File: src/rtl/fetch_ctrl.sv
// fetch_ctrl: instruction-fetch controller owning the program counter.
//
// Sequences fetch_pc, issues requests to instruction memory and holds each
// request stable until acknowledged, and delivers fetched words to decode
// through a one-entry output register with backpressure. Redirects flush
// the output register; if a request is in flight the redirect waits for its
// acknowledge and the returned word is dropped.
//
// Ports:
//   clk, rst         clock and synchronous active-high reset
//   redirect_valid   one-cycle pulse: retarget fetch to redirect_target
//   redirect_target  new PC (low two bits ignored)
//   imem_req/addr    fetch request and address to instruction memory
//   imem_ack/rdata   request completion and instruction word
//   if_valid/pc/instr  output register towards decode
//   if_stall         decode backpressure
module fetch_ctrl #(
    parameter int unsigned              ADDRESS_WIDTH = 12,
    parameter logic [ADDRESS_WIDTH-1:0] RESET_PC      = '0
) (
    input  logic                     clk,
    input  logic                     rst,
    input  logic                     redirect_valid,
    input  logic [ADDRESS_WIDTH-1:0] redirect_target,
    output logic                     imem_req,
    output logic [ADDRESS_WIDTH-1:0] imem_addr,
    input  logic                     imem_ack,
    input  logic [31:0]              imem_rdata,
    output logic                     if_valid,
    output logic [ADDRESS_WIDTH-1:0] if_pc,
    output logic [31:0]              if_instr,
    input  logic                     if_stall
);

    typedef enum logic [1:0] {StIdle, StFetch, StDrop} state_e;

    state_e                   state_q, state_d;
    logic [ADDRESS_WIDTH-1:0] fetch_pc_q, fetch_pc_d;
    logic [ADDRESS_WIDTH-1:0] pend_target_q, pend_target_d;
    // Set while a FETCH-state request is waiting for its ack; keeps the
    // request up regardless of backpressure until it completes.
    logic                     req_out_q, req_out_d;
    logic                     if_valid_q, if_valid_d;
    logic [ADDRESS_WIDTH-1:0] if_pc_q, if_pc_d;
    logic [31:0]              if_instr_q, if_instr_d;

    logic                     slot_free;
    logic                     ack_acc;
    logic [ADDRESS_WIDTH-1:0] target;

    assign slot_free = !if_valid_q || !if_stall;
    assign ack_acc   = imem_req && imem_ack;
    assign target    = redirect_target & ~ADDRESS_WIDTH'(3);

    assign imem_addr = fetch_pc_q;
    assign if_valid  = if_valid_q;
    assign if_pc     = if_pc_q;
    assign if_instr  = if_instr_q;

    // State register
    always_ff @(posedge clk) begin
        if (rst) begin
            state_q       <= StIdle;
            fetch_pc_q    <= RESET_PC;
            pend_target_q <= '0;
            req_out_q     <= 1'b0;
            if_valid_q    <= 1'b0;
            if_pc_q       <= '0;
            if_instr_q    <= '0;
        end else begin
            state_q       <= state_d;
            fetch_pc_q    <= fetch_pc_d;
            pend_target_q <= pend_target_d;
            req_out_q     <= req_out_d;
            if_valid_q    <= if_valid_d;
            if_pc_q       <= if_pc_d;
            if_instr_q    <= if_instr_d;
        end
    end

    // Next-state logic
    always_comb begin
        state_d       = state_q;
        fetch_pc_d    = fetch_pc_q;
        pend_target_d = pend_target_q;
        req_out_d     = req_out_q;
        if_valid_d    = if_valid_q;
        if_pc_d       = if_pc_q;
        if_instr_d    = if_instr_q;

        if (if_valid_q && !if_stall) begin
            if_valid_d = 1'b0;
        end

        if (redirect_valid) begin
            if_valid_d = 1'b0;
            if (imem_req && !imem_ack) begin
                // Cannot abandon an in-flight request: wait for its ack.
                pend_target_d = target;
                state_d       = StDrop;
                req_out_d     = 1'b1;
            end else begin
                fetch_pc_d = target;
                state_d    = StFetch;
                req_out_d  = 1'b0;
            end
        end else begin
            unique case (state_q)
                StIdle: begin
                    state_d = StFetch;
                end
                StFetch: begin
                    if (ack_acc) begin
                        if_valid_d = 1'b1;
                        if_pc_d    = fetch_pc_q;
                        if_instr_d = imem_rdata;
                        fetch_pc_d = fetch_pc_q + ADDRESS_WIDTH'(4);
                        req_out_d  = 1'b0;
                    end else begin
                        req_out_d = imem_req;
                    end
                end
                StDrop: begin
                    if (ack_acc) begin
                        fetch_pc_d = pend_target_q;
                        state_d    = StFetch;
                        req_out_d  = 1'b0;
                    end
                end
                default: begin
                    state_d = StIdle;
                end
            endcase
        end
    end

    // Output logic
    always_comb begin
        imem_req = 1'b0;
        unique case (state_q)
            StIdle:  imem_req = 1'b0;
            StFetch: imem_req = req_out_q || slot_free;
            StDrop:  imem_req = 1'b1;
            default: imem_req = 1'b0;
        endcase
    end

endmodule

File: config.mk
export PLATFORM = sky130hd
export DESIGN_NAME = fetch_ctrl
export DESIGN_NICKNAME = d
export VERILOG_FILES = /design/src/rtl/fetch_ctrl.sv
export SDC_FILE = /design/constraint.sdc
export NUM_CORES = 1
export LEC_CHECK = 0
export ABC_AREA = 1
export CAP_MARGIN = 20
export CORE_ASPECT_RATIO = 1.4
export CORE_UTILIZATION = 48
export DETAILED_ROUTE_END_ITERATION = 7
export PLACE_DENSITY_LB_ADDON = 0.1
export SYNTH_ARGS = -nofsm -noshare
export SYNTH_HDL_FRONTEND = slang
export SYNTH_SLANG_ARGS = --single-unit
export TNS_END_PERCENT = 1
File: constraint.sdc
create_clock -name clk -period 3.1 [get_ports clk]
set_clock_uncertainty 0.1 [all_clocks]
set_input_delay 0.93 -clock clk [delete_from_list [all_inputs] [get_ports clk]]
set_output_delay 0.93 -clock clk [all_outputs]
set_load 0.02 [all_outputs]
Word-level counts from Yosys, hierarchy flattened
Index checks and enable logic that the tools add are counted.
Word-level totals
  logic and storage cells: 49
  flip-flop bits (word level): 70
  output and inout port bits: 58
  input port bits: 49
Cells by class
  bitwise gates (word level): 1
  mux-type cells: 18
  reduce and logical (&&, ||, !) cells: 16
  eq/ne operators: 6
  $add $sub $neg: 1
Operators by type and width (count)
  two-way mux 12 bit: 4
  one-hot mux 12 bit (2 select lines): 1
  adder 12 x 3 -> 12 bit, second input constant: 1
  two-way mux 1 bit: 7
  two-way mux 2 bit: 3
  != test 3 bit, second input constant: 2
  one-hot mux 2 bit (3 select lines): 1
  AND reduction 2 bit: 3
  != test 2 bit, second input constant: 2
  one-hot mux 1 bit (2 select lines): 2
  AND reduction 4 bit: 1
  logical AND 1 bit: 3
  logical NOT 1 bit: 3
  AND reduction 3 bit: 1
  nonzero test 3 bit: 1
  == test 2 x 1 -> 1 bit, second input constant: 1
  == test 2 bit, second input constant: 1
  logical NOT 2 bit: 1
  logical OR 1 bit: 2
  OR reduction 2 bit: 1
  NOT 1 bit: 1

Depth between registers and ports, before layout
Gate-level depths: netlist (run 1).
  depth after elaboration: 8
  mapped depth: 11
  gate-level depth less buffers: 10

Worst setup path before layout (run 1)
OpenSTA, ideal clock, no wires.
  kind: input port to output port
  start: input if_stall
  end: output imem_req
  slack: 0.737 ns
  data arrival time: 1.333 ns
  cell stages on the path: 5
  cells stage by stage: nand3_1 > nand2_1 > nand2_2 > nand2_1 > inv_1
Between the ends
  longest elaborated chain between the ends: 4
Ends and longest elaborated chain
  start: declaration: line 32  | input logic if_stall
  logical NOT 1 bit: line 51  | assign slot_free = !if_valid_q || !if_stall;
  logical OR 1 bit: line 51
  logical OR 1 bit: line 142  | StFetch: imem_req = req_out_q || slot_free;
  one-hot mux 1 bit (2 select lines): line 140  | unique case (state_q)
  end: declaration: line 25  | output logic imem_req,
Every way passes these cells.

Worst setup path after layout (run 1)
Ends and elaborated chain as after synthesis.

==> results of run 1 <==
==> logic make-up after synthesis <==
| kind of cell | synth area share, % |
|---|---|
| simple gates | 30.4 |
| compound gates | 13.3 |
| flops | 44.7 |
| buf+inv | 9.19 |
| fa+ha+maj | 1.69 |
| mux | 0.677 |
| other cells | 0.127 |
==> metrics by stage <==
step | hold slack, ns | worst slack, ns
final | 0.354 | 0.208
after global routing | 0.377 | 0.125
after CTS | 0.354 | 0.0320
after detailed placement | 0.344 | -0.207
after global placement | 0.338 | -0.195
after floorplan | 0.329 | 0.737
==> layout make-up <==
class	count	area share [%]
Multi-Input combinational cell	305	32.7
Sequential cell	66	31.5
Timing Repair Buffer	108	25.8
Clock buffer	11	3.13
Inverter	33	2.95
Tap cell	70	2.09
Clock inverter	5	1.88
==> worst max-delay path: stages <==
cell             delay [ns]
clkdlybuf4s50_1        0.48
nand3_1                0.08
nand2_1                0.07
nand2_2                0.05
nand2_1                0.08
inv_1                  0.04
clkbuf_2               0.14
==> routing by layer <==
metal | track usage [%] | up-vias | share of wire, %
met2 | 42.3 | 81 | 51
met1 | 25.9 | 1319 | 43
met4 | 10.2 | 0 | 1.4
met3 | 7.00 | 10 | 5.3
met5 | 0 | - | 0
li1 | - | 1538 | -
==> what timing repair did <==
| item | 4_1_cts | 5_1_grt |
|---|---|---|
| gates resized for setup | 1 | 2 |
| setup buffers | 0 | 0 |
| cloned | 0 | 0 |
| hold endpoints to repair | 0 | 0 |
| setup endpoints to repair | 1 | 1 |
| pin swaps | 0 | 0 |
==> worst paths after layout <==
| path | from | to | cells after the start | slack, ns |
|---|---|---|---|---|
| worst max-delay path | if_stall | imem_req | 7 | 0.21 |
| worst min-delay path | pend_target_q[10]$_SDFFE_PP0P_ | pend_target_q[10]$_SDFFE_PP0P_ | 2 | 0.35 |
| worst max register to register | state_q[0]$_SDFFE_PP0P_ | if_instr[3]$_SDFFE_PP0P_ | 11 | 1.02 |
| worst min register to register | pend_target_q[10]$_SDFFE_PP0P_ | pend_target_q[10]$_SDFFE_PP0P_ | 2 | 0.35 |
==> flip-flops by register name (all words and copies together) (netlist names) <==
name	count
if_pc	10
state_q	2
pend_target_q	10
if_valid	1
req_out_q	1
imem_addr	10
if_instr	32
==> cells in the mapped netlist, types with 2 or more instances <==
library cell	number	area share, %
inv_1	30	3.8
nand3_1	28	4.7
buf_4	8	2.0
inv_2	3	0.38
mux2i_1	2	0.68
o21ai_0	48	8.1
ha_1	4	1.7
a21oi_1	16	2.7
dfxtp_1	66	45
nand2_2	2	0.42
buf_6	2	0.76
o21ai_1	7	1.2
o211ai_1	2	0.51
nor2_1	111	14
nand2_1	72	9.1
clkbuf_1	12	1.5
nand3_2	2	0.68
buf_2	4	0.68
==> power by group <==
| part | internal [mW] | switching [mW] | leakage [nW] |
|---|---|---|---|
| Combinational | 0.167 | 0.189 | 1.07 |
| Clock | 0.452 | 0.325 | 0.107 |
| Sequential | 0.882 | 0.0316 | 0.535 |
==> flow_summary.ini, run 1 <==
[synthesis]
synth_cells = 427
synth_async_sr_flop_share_pct = 0
synth_edf_count = 0
synth-main-ff-cell = dfxtp_1
syn_area_per_cell_um2 = 6.92
syn_area_mm2 = 0.00296
yosysSeqAreaShare_pct = 44.7
yosys_register_bits = 66
yosysWarningCount = 0
synth.distinct_cells = 26

[drt]
drt-initial-drc-count = 207
drc_errors = 0
vias = 2948
viasPerCell = 4.93
drt-wirelength-per-cell_um = 12.2
routed_wl_mm = 7.31
drtPass1Iterations = 4
antenna_left = 0

[global_route]
grt-ovfl-total = 0
grt_pass1_wl_mm = 11.7
antenna_found_initial = 0
grt_pass1_vias = 2673
grt.total_usage_pct = 24.1
grt_max_degree = 58

[layout]
drive_above_1_share_pct = 6.63
layout_commonest_cell = nor2_1
final_cells = 598
multi_input_area_mm2 = 0.00137
final_util_pct = 71.1
fillCellCount = 511
final_cell_mix = nor2_1 (111), clkdlybuf4s50_1 (99), nand2_1 (72), dfxtp_1 (66), o21ai_0 (48)
diodes = 0
nets = 576
fin_area_mm2 = 0.00420
seq_area_mm2 = 0.00132
area_growth_pct = 42.0

[clocking]
numCtsBuffers = 9
cts_root_buf = clkbuf_8
cts.clk_slew.worst_paths_ns = 0.07
clock-sinks = 66
h-tree-depth = 3
cts_tree = done
clock_tree.buffer_depth = 2
cts_hold_buf = 0
clkLatencyLatePin_ns = 0.33

[setup_path]
required_ns = 2.07
worstSetupStartpointType = input pin
critPathMaxFanout = 2
worst_setup_path_end_kind = primary output
cp.arrival_ns = 1.86
worstSetupPathType = input pin to primary output

[die]
num_rows = 33
die_h_um = 94.8
die_width_um = 68.3
start_util_pct = 50.1
io_pins = 107
die_area_mm2 = 0.00648
core-area_mm2 = 0.00590

[timing]
clock.fmax_ghz = 0.346
fin_crit_sh_pct = 93.3
setup_violations = 0
hold_viol = 0
rsz0062_at_grt = false
setup_tns_ns = 0
timing.final.crit_period_ns = 2.89
maxSlewViolCount = 0

[placed_design]
numPlacedInstances = 582
port_buffers = 100
place_area_mm2 = 0.00399
dpl.hpwl_mm = 5.05
place_congestion = 0.849

[pwr]
p_total_mw = 2.05
peakVddDrop_mv = 0.538
power.density_mw_per_mm2 = 488
p_leak_nw = 1.71

[status]
status = complete, no violations

[worst_hold_path]
hp-class = flop to flop

[flow_run]
cap_violations = 0
Power figures use the tool's default switching activity.
==> run 2, diff against run 1 <==
--- a/config.mk
+++ b/config.mk
@@ -10,7 +10,9 @@
 export CORE_ASPECT_RATIO = 1.4
 export CORE_UTILIZATION = 48
 export DETAILED_ROUTE_END_ITERATION = 7
+export GPL_TIMING_DRIVEN = 1
 export PLACE_DENSITY_LB_ADDON = 0.1
+export SLEW_MARGIN = 5
 export SYNTH_ARGS = -nofsm -noshare
 export SYNTH_HDL_FRONTEND = slang
 export SYNTH_SLANG_ARGS = --single-unit
==> results of run 2 <==
Same layout as run 1: the final DEF is identical, and so are final timing and power.
==> patch: new RTL, config.mk and constraints of run 1 <==
Take the reset off `if_instr_q` and load it in a clocked block of its own.
--- a/src/rtl/fetch_ctrl.sv
+++ b/src/rtl/fetch_ctrl.sv
@@ -67,5 +67,4 @@
             if_valid_q    <= 1'b0;
             if_pc_q       <= '0;
-            if_instr_q    <= '0;
         end else begin
             state_q       <= state_d;
@@ -75,6 +74,9 @@
             if_valid_q    <= if_valid_d;
             if_pc_q       <= if_pc_d;
-            if_instr_q    <= if_instr_d;
         end
+    end
+
+    always_ff @(posedge clk) begin
+        if_instr_q <= if_instr_d;
     end
 
Formal check against the unedited RTL: differs if rst is asserted again (counterexample within 4 cycles, from zero or initial values and one cycle with rst high); with rst held inactive, the same outputs for 4 cycles.
==> patch against run 1 <==
Worst setup slack got worse by 0.0031 ns; design area fell by 3.4%; synthesized area fell by 4.3%; total power fell by 7.7%; wire length fell by 13%; die area fell by 4.2%; clock power fell by 23%; final cell count fell by 16%; first-iteration DRC count rose by 0.97%; sequential cell count did not move.
==> patch: results (changes against run 1) <==
run_status:
  status: "completed"
finish:
  largest_register_ffs: 32  # unchanged
  fill_cells: 452  # -12%
  layout.nets: 481  # -16%
  drive_gt1_share_pct: 7.87  # +1.2 points
synthesis:
  synth-edff-count: 32  # +32
  synth_top_cells_by_count: "73 x nand2_1, 48 x nor2_1, 34 x dfxtp_1, 32 x edfxtp_1, 30 x inv_1"
  synth.area.top_cells: "edfxtp_1 34%, dfxtp_1 24%, nand2_1 9.7%, nor2_1 6.4%, nand3_1 5.1%"
  synth-seq-area-share_pct: 58.1  # +13 points
  async_flop_share_pct: 0  # unchanged
pwr:
  ir_drop_mv: 0.292  # -46%
  leakage_nw: 1.63  # -4.9%
placement:
  hpwl_um: 4650  # -8.0%
  place.gp.congestion: 0.819  # -3.5%
min_path:
  holdPathEnd: "pend_target_q[11]"
  hp-start: "pend_target_q[11]"
route:
  dr_total_vias: 2459  # -17%
  wl_um: 6370  # -13%
  wl_met3_um: 435  # +11%
  met2_length_um: 3110  # -16%
  drtIter0Drc: 209  # +0.97%
  wl_met1_um: 2730  # -12%
global_route:
  track_usage_pct: 23.1  # -0.96 points
  grt_pass1_wl_um: 10700  # -8.6%
  grt_max_degree: 26  # -55%
  grt_pass1_vias: 2307  # -14%
worst_setup_path:
  r2r-end: "if_instr[15]"
  r2r_slack_ns: 0.99  # -0.03 ns
  reg2reg_from: "state_q[1]"
timing:
  hold_ws_ns: 0.355  # +0.000865 ns
clock_network:
  clk_path_buf_depth: 2  # unchanged
## patch: how the worst max path moves through the flow
stage               endpoint  slack (ns)  cells past startpoint  startpoint
floorplan           imem_req        0.75                      5    if_stall
global placement    imem_req       -0.19                      7    if_stall
detailed placement  imem_req       -0.20                      7    if_stall
CTS                 imem_req        0.03                      7    if_stall
global route        imem_req         0.1                      7    if_stall
finish              imem_req        0.21                      7    if_stall
## patch: per-layer routing
metal / track usage (%) / vias up
met2: 38.6 / 99
met3: 6.65 / 9
met1: 27.3 / 1107
met5: 0 / -
li1: - / 1244
met4: 9.22 / 0
## patch: cells by family (layout without fill, tap and decap cells)
family | count (synthesis) | after routing | share of synthesized area, %
buffers and inverters | 49 | 157 | 8.01
muxes | 2 | 2 | 0.708
and+or+nand+nor | 156 | 156 | 22.9
other | 1 | 4 | 0.133
adders and majority gates | 4 | 4 | 1.77
DFF | 66 | 66 | 58.1
AOI/OAI and AO/OA | 43 | 43 | 8.45
## patch: critical path: cells and delay by family
| family | cells | cell delay [ns] |
|---|---|---|
| buf+inv | 3 | 0.65 |
| simple gates | 4 | 0.27 |
## patch: what timing repair did
action / in CTS / in global routing
endpoints found under the hold margin: 0 / 0
resized for setup: 1 / 2
endpoints found under the setup margin: 1 / 1
## patch: cell type report
class	instances	area (um^2)	share of cell area [%]
inverters	33	124	3.05
well taps	68	85.1	2.10
repair buffers	109	1080	26.5
clock buffers	9	124	3.05
multi-input cells	209	971	23.9
flip-flops and latches	66	1640	40.5
clock inverters	6	35.0	0.864
## patch: per-stage QoR
step	cell area, um^2	std cells	setup TNS (ns)	utilization (%)	setup slack, ns
3_3_place_gp	3900	485	-0.189	69.6	-0.189
4_1_cts	4060	500	0	72.4	0.0344
5_1_grt	4060	500	0	72.4	0.0990
6_report	4060	500	0	72.4	0.205
2_1_floorplan	2840	324	0	-	0.746
3_5_place_dp	3900	485	-0.204	69.6	-0.204
## patch: power breakdown
part	internal [W]	leakage, nW	switching [W]
combinational	0.000151	0.982	0.000165
clock	0.000279	0.0823	0.000321
sequential	0.000944	0.565	0.0000285
